## src/rtl/regfile_wb_arbiter.sv

```systemverilog
// Register-file write-port arbiter: pipeline writeback has priority, MDU results queue in a FIFO.
// Publishes per-register pending mask and a starvation stall request.
module regfile_wb_arbiter #(
    parameter int unsigned DEPTH      = 4,
    parameter int unsigned STARVE_MAX = 8
) (
    input  logic        clk,
    input  logic        rst,
    input  logic        pipe_wr,
    input  logic [4:0]  pipe_addr,
    input  logic [31:0] pipe_din,
    input  logic        mdu_valid,
    output logic        mdu_ready,
    input  logic [4:0]  mdu_addr,
    input  logic [31:0] mdu_din,
    output logic        r3_wr,
    output logic [4:0]  r3_addr,
    output logic [31:0] r3_din,
    output logic [31:0] busy_mask,
    output logic        stall_req
);
    localparam int unsigned PW   = $clog2(DEPTH);
    localparam int unsigned CW   = PW + 1;
    localparam int unsigned PDW  = $clog2(DEPTH + 1);
    localparam int unsigned SW   = $clog2(STARVE_MAX + 1);
    localparam int unsigned NREG = 32;

    logic [4:0]     fifo_addr [DEPTH];
    logic [31:0]    fifo_data [DEPTH];
    logic [PW-1:0]  rd_ptr;
    logic [PW-1:0]  wr_ptr;
    logic [CW-1:0]  count;
    logic [PDW-1:0] pend [NREG];
    logic           r3_from_fifo;
    logic [SW-1:0]  starve;
    logic [SW-1:0]  starve_next;

    logic           pipe_win;
    logic           fifo_empty;
    logic           pop;
    logic           push;
    logic [4:0]     head_addr;
    logic [31:0]    head_data;
    logic [NREG-1:0] pend_inc;
    logic [NREG-1:0] pend_dec;

    assign mdu_ready  = (count < CW'(DEPTH));
    assign pipe_win   = pipe_wr & (pipe_addr != 5'd0);
    assign fifo_empty = (count == CW'(0));
    assign pop        = ~pipe_win & ~fifo_empty;
    assign push       = mdu_valid & mdu_ready & (mdu_addr != 5'd0);
    assign head_addr  = fifo_addr[rd_ptr];
    assign head_data  = fifo_data[rd_ptr];

    // Starve counter: grows only while a queued entry is being blocked by the pipeline.
    always_comb begin
        starve_next = starve;
        if (pop || fifo_empty) begin
            starve_next = '0;
        end else if (starve < SW'(STARVE_MAX)) begin
            starve_next = starve + SW'(1);
        end
    end

    always_comb begin
        pend_inc  = '0;
        pend_dec  = '0;
        busy_mask = '0;
        for (int r = 0; r < NREG; r++) begin
            pend_inc[r]  = push && (mdu_addr == 5'(r));
            pend_dec[r]  = pop && (head_addr == 5'(r));
            busy_mask[r] = (pend[r] != PDW'(0)) ||
                           (r3_wr && r3_from_fifo && (r3_addr == 5'(r)));
        end
    end

    // FIFO storage carries no reset; validity is tracked by count/pointers.
    always_ff @(posedge clk) begin
        if (push) begin
            fifo_addr[wr_ptr] <= mdu_addr;
            fifo_data[wr_ptr] <= mdu_din;
        end
    end

    always_ff @(posedge clk or posedge rst) begin
        if (rst) begin
            rd_ptr       <= '0;
            wr_ptr       <= '0;
            count        <= '0;
            r3_wr        <= 1'b0;
            r3_addr      <= '0;
            r3_din       <= '0;
            r3_from_fifo <= 1'b0;
            starve       <= '0;
            stall_req    <= 1'b0;
            for (int r = 0; r < NREG; r++) begin
                pend[r] <= '0;
            end
        end else begin
            count  <= count + CW'(push) - CW'(pop);
            starve <= starve_next;
            if (push) begin
                wr_ptr <= wr_ptr + PW'(1);
            end
            if (pop) begin
                rd_ptr <= rd_ptr + PW'(1);
            end

            if (pipe_win) begin
                r3_wr        <= 1'b1;
                r3_addr      <= pipe_addr;
                r3_din       <= pipe_din;
                r3_from_fifo <= 1'b0;
            end else if (pop) begin
                r3_wr        <= 1'b1;
                r3_addr      <= head_addr;
                r3_din       <= head_data;
                r3_from_fifo <= 1'b1;
            end else begin
                r3_wr        <= 1'b0;
                r3_from_fifo <= 1'b0;
            end

            if (pop) begin
                stall_req <= 1'b0;
            end else if (starve_next == SW'(STARVE_MAX)) begin
                stall_req <= 1'b1;
            end

            for (int r = 0; r < NREG; r++) begin
                if (pend_inc[r] && !pend_dec[r]) begin
                    pend[r] <= pend[r] + PDW'(1);
                end else if (pend_dec[r] && !pend_inc[r]) begin
                    pend[r] <= pend[r] - PDW'(1);
                end
            end
        end
    end
endmodule

```

## config.mk

```make
export PLATFORM = sky130hd
export DESIGN_NAME = regfile_wb_arbiter
export DESIGN_NICKNAME = d
export VERILOG_FILES = /design/src/rtl/regfile_wb_arbiter.sv
export SDC_FILE = /design/constraint.sdc
export NUM_CORES = 1
export LEC_CHECK = 0
export BUFFER_PORTS_ARGS = -buffer_cell sky130_fd_sc_hd__buf_2
export CORE_UTILIZATION = 35
export DETAILED_ROUTE_END_ITERATION = 8
export RECOVER_POWER = 50
export REMOVE_ABC_BUFFERS = 1
export SETUP_SLACK_MARGIN = 0.15
export SLEW_MARGIN = 25
export SYNTH_ARGS = -nofsm -noshare
export SYNTH_HDL_FRONTEND = slang
export SYNTH_SLANG_ARGS = --single-unit
```

## constraint.sdc

```tcl
create_clock -name clk -period 6.07 [get_ports clk]
set_clock_uncertainty 0.15 [all_clocks]
set_input_delay 1.214 -clock clk [delete_from_list [all_inputs] [get_ports clk]]
set_output_delay 1.214 -clock clk [all_outputs]
set_load 0.01 [all_outputs]
```

Word level (Yosys, flattened, before mapping)
Memory sizes are Yosys's and may differ from the RTL's.
Index checks and enable logic that the tools add are counted.
{ "totals": {"ff_bits": 147, "mem_bits_rw": 148, "input_bits": 78, "out_inout_bits": 72, "wordCells": 621, "mem_count": 2} }
{ "mem_list": {"columns": ["name", "depth", "width", "rd", "rd_clocked_by_memory_dff", "wr", "line_no", "source"], "rows": [
  ["fifo_data", 4, 32, 1, 0, 1, "29", "logic [31:0] fifo_data [DEPTH];"],
  ["fifo_addr", 4, 5, 1, 0, 1, "28", "logic [4:0] fifo_addr [DEPTH];"]
]} }
{ "classes": {"addsub": 69, "magnitude_cmp": 2, "n_eq_ne": 94, "muxes": 77, "bitwise": 6, "reduce_logical": 330} }
{ "ops": {"columns": ["cell", "count"], "rows": [
  ["$eq A5 B5 Y1 const B", 48],
  ["$mux W3", 64],
  ["$logic_and A1 B1 Y1", 161],
  ["$eq A5 B4 Y1 const B", 24],
  ["$add A3 B1 Y3 const B", 32],
  ["$reduce_bool A3 Y1", 32],
  ["$sub A3 B1 Y3 const B", 32],
  ["$reduce_bool A2 Y1", 34],
  ["$logic_not A1 Y1", 64],
  ["$mux W32", 2],
  ["$eq A5 B3 Y1 const B", 12],
  ["$logic_or A1 B1 Y1", 33],
  ["$eq A5 B2 Y1 const B", 6],
  ["$eq A5 B1 Y1 const B", 3],
  ["$logic_not A5 Y1", 3],
  ["$mux W5", 2],
  ["$reduce_bool A5 Y1", 2],
  ["$mux W4", 2],
  ["$mux W1", 7],
  ["$add A2 B1 Y2 const B", 2],
  ["$add A4 B1 Y4 const B", 1],
  ["$and A1 B1 Y1", 4],
  ["$eq A4 B4 Y1 const B", 1],
  ["$lt A4 B4 Y1 const B", 1],
  ["5 further kinds", 6]
]} }

Logic depth before layout (Yosys ltp)
{ "depth": {"depth_word": 9, "mapped_depth": 11, "mapped_depth_nobuf": 10} }

Worst setup path after synthesis
Ideal clock, no wire load.
{ "synth_timing": {"path_type": "input to register", "from": "in pipe_addr[0]", "to": "reg pend[7] (netlist name)", "setup_ns": 0.125, "arrival_time_ns": 3.209, "required_time_ns": 5.795, "path_slack_ns": 2.586, "path_stages": 8, "path_buffers": 0, "cell_sequence": "o31ai_1 -> nand4_2 -> nor2_1 -> nand2_1 -> ha_1 -> inv_1 -> fa_1 -> mux2_2"} }
{ "synth_via": {"elab_chain_cells": 8, "word_cells_on_any_way": 10, "classes_between": "mux: 1; bitwise: 3; reduce/logical: 6"} }
{ "synth_rtl": {"columns": ["element", "line_no", "source"], "rows": [
  ["from (decl)", "10", "input logic [4:0] pipe_addr,"],
  ["$reduce_bool A5 Y1 (*)", "48", "assign pipe_win = pipe_wr & (pipe_addr != 5'd0);"],
  ["$and A1 B1 Y1 (*)", "48", null],
  ["$not A1 Y1 (*)", "50", "assign pop = ~pipe_win & ~fifo_empty;"],
  ["$and A1 B1 Y1 (*)", "50", null],
  ["$logic_and A1 B1 Y1 (*)", "71", "pend_dec[r] = pop && (head_addr == 5'(r));"],
  ["$logic_not A1 Y1", "131", "if (pend_inc[r] && !pend_dec[r]) begin"],
  ["$logic_and A1 B1 Y1", "131", null],
  ["$mux W3 or $reduce_bool A2 Y1 (tied branches)", null, null],
  ["to (signal, indexed assignment)", "132", "pend[r] <= pend[r] + PDW'(1);"],
  ["to (signal, indexed assignment)", "134", "pend[r] <= pend[r] - PDW'(1);"],
  ["to (decl)", "33", "logic [PDW-1:0] pend [NREG];"]
]} }
Every way passes the cells marked *; elsewhere a longest branch is shown, timed or not.
A chain may end at the register's enable or synchronous reset.

Worst setup path in the final report
{ "layout_timing": {"from": "in mdu_addr[3]", "to": "mem fifo_data[1][2], enable pin"} }
{ "layout_via": {"elab_chain_cells": 4} }
{ "layout_rtl": {"columns": ["element", "line_no", "source"], "rows": [
  ["from (decl)", "14", "input logic [4:0] mdu_addr,"],
  ["$reduce_bool A5 Y1", "51", "assign push = mdu_valid & mdu_ready & (mdu_addr != 5'd0);"],
  ["$and A1 B1 Y1", "51", null],
  ["$mux W1", "79", "if (push) begin"],
  ["$mux W1 (not written as such)", "81", "fifo_data[wr_ptr] <= mdu_din;"],
  ["to (decl)", "29", null]
]} }
Every way passes these cells.

==> run metrics <==
Static Leak=6.160 nW; pwr dens=between 400 and 500 nW/um^2; Synth Area in Compound Gates=between 3 and 4%; Yosys cell types=44; number of buffers added for setup after CTS=0; Post-synth EDFFs=around 150; gpl congestion=0.7974; top cells by instance count after synthesis=edfxtp_1 (148), dfrtp_1 (147), nand2_1 (121); Final Hold Vio Count=0; adder-cell share of the synthesized area=roughly 8.5%; CTS max path bufs=3; initial antenna violation count=3; H-tree levels=2; Fin Setup TNS=0 ns; status=finished, violations left; crit share post-route=about 60%; DR vias=8212; I/O pin count=150; Post-Layout Cell Count=approximately 1700; total CTS buffers=36; startpoint types=primary input; Post-Synth Simple-Gate Area=10.13%; met2 usage=approximately a quarter; Die X=~200 um; initial core utilization=a little over a third; core area=37930 um^2; Max Slew Vio Count=64; CTS tree=done; Crit Path Class=in -> reg; largest net degree at the start of global routing=88; Seq cells post-synth=between 200 and 300; vias in the first global route=8640; clock-pin slew on the worst setup and hold paths=~0.06 ns; # DRC=0; Hold WC Path Type=reg -> reg; hold buffers post-CTS=0; unrepaired setup endpoints after global routing=false; post-route design area=15930 um^2; Post-synth top flop=edfxtp_1; DR vias/cell=between 4 and 5; met1 Use GR=between 20 and 25%; register area share after synthesis=between 50% and 60%; asr flop ratio synth=about 50%; syn_area_per_cell=13.56 um^2; synth top area cells=edfxtp_1 (33%), dfrtp_1 (27%), mux4_2 (5.8%); Final min period=between 3 and 4 ns; fillcell total=about 3600; Final WS setup=2.533 ns; layout cells sized above 1=roughly 19%; GR Util met3=4.493%; Most Crowded Layer GR=met2; area grow syn2layout=17.48%; Avg WL per Cell=~18 um; proportion of synthesized area in mux cells=under 10%; worst-path fanout max=33; post-place instance area=roughly 15000 um^2; Place WS=slightly above 2 ns; # resized after CTS=0; overall die area=roughly 40000 um^2; Least-Margin Pin Slew=~2 ns; Cells after Synth=1000; first-pass GRT wire length=roughly 49 mm; Ys Warns=0; Rows=around 70; gr ovfl total=0; Placed Cells=between 1500 and 2000; slew margin rel.=-30.08%; Iteration-0 DRC Markers=373; Storage cell area=~8100 um^2; post-synthesis xor/xnor area fraction=around 6.7%; Worst-Skew Late Latency=between 0.5 and 0.6 ns; multi-input logic area=5122 um^2; Worst Path Arrival=3.64 ns; most frequent cell after synthesis=edfxtp_1; final setup fails=0; DP HPWL=about 21 mm; Yosys top cell area share=approximately a third; Layout Nets=about 1300; largest area contributor in the netlist=edfxtp_1; final WL=31.01 mm; Final ANT Viol Nets=0; Port Buffers=around 150; failing checks=max-capacitance violations, max-slew violations; GR Util All Layers=approximately 16%; Required @ worst endpoint=between 6 and 7 ns; largest family of logic cells by synthesized area=simple AND/OR/NAND/NOR gates; clock sinks=295; post-layout util=around two fifths; Worst setup EP type=register; Root Driver=clkbuf_16; Die Y=roughly 200 um; Max Cap Violations=2; Pre-antenna DRT Iters=5; Peak supply drop=approximately 0.00021 V; Max Clk Rate=282.7 MHz; Post-Synthesis Cell Area=around 14000 um^2
==> path summary, 6_finish.rpt <==
path	from	end	slack, ns	cells after the start
worst max-delay path	mdu_addr[3]	fifo_data[1][2]	2.53	6
worst min-delay path	pend[95]	pend[95]	0.32	1
worst max register to register	rd_ptr[0]	pend[70]	2.73	7
worst min register to register	pend[95]	pend[95]	0.32	1
max in group asynchronous	rst	r3_din[9]	2.69	3
min in group asynchronous	rst	pend[95]	0.73	2
==> through the flow <==
| step | hold slack (ns) | power [mW] |
|---|---|---|
| floorplan | 0.2923 | 4.716 |
| global placement | 0.3056 | 5.540 |
| detailed placement | 0.3088 | 5.627 |
| CTS | 0.3207 | 7.741 |
| global route | 0.3303 | 8.120 |
| finish | 0.3154 | 7.589 |
==> cell families (layout without fill, tap and decap cells) <==
kind of cell | count (synthesis) | in the layout
flip-flops | 295 | 295
adder cells (fa/ha/maj) | 73 | 73
AO/OA/AOI/OAI | 76 | 76
XOR/XNOR | 103 | 103
AND/OR/NAND/NOR | 308 | 308
buffers and inverters | 73 | 266
other | 1 | 3
multiplexers | 71 | 71
==> routing by layer <==
layer / vias up / part of all wire [%]
li1: 3820 / -
met1: 4147 / 45
met2: 197 / 47
met3: 46 / 6.2
met4: 2 / 2.0
met5: - / 0.035
==> cell type report <==
cell class | count | area share (%)
timing repair buffer | 160 | 4.604
inverter | 41 | 0.9977
antenna | 2 | 0.03142
sequential | 295 | 51.01
multi-input combinational | 632 | 32.16
tap | 511 | 4.014
clock inverter | 17 | 0.9270
clock buffer | 48 | 6.253
==> state kept, by name (all words and copies together) (netlist names) <==
signal and flops:
fifo_data 128, pend 96, r3_from_fifo 1, stall_req 1, r3_din 32, starve 4, count 3, rd_ptr 2
wr_ptr 2, fifo_addr 20, r3_addr 5, r3_wr 1
==> where the power goes <==
part | internal (mW) | leakage, nW | total [mW] | switching (mW)
Clock | 1.21 | 0.556 | 2.06 | 0.855
Combinational | 1.05 | 2.48 | 2.38 | 1.33
Sequential | 2.69 | 3.12 | 3.15 | 0.454
==> critical path, cell delays in order <==
cell      delay (ns)
clkbuf_1        0.26
or2_0           0.46
nor2_1          0.08
a21oi_1         0.44
and2_2          0.87
buf_4           0.29
==> layout by cell type (no fill, tap or decap), types with 33 or more instances in the layout <==
cell       instances
mux4_2            35
nand2_1          121
nor2_1           106
inv_1             40
edfxtp_1         148
a31oi_1           36
clkbuf_16         36
dfrtp_1          146
ha_1              41
o21ai_0           33
clkbuf_1          79
xor2_1            66
buf_2             79
xnor2_1           37
nor3_1            35
(Power assumes the default switching activity.)
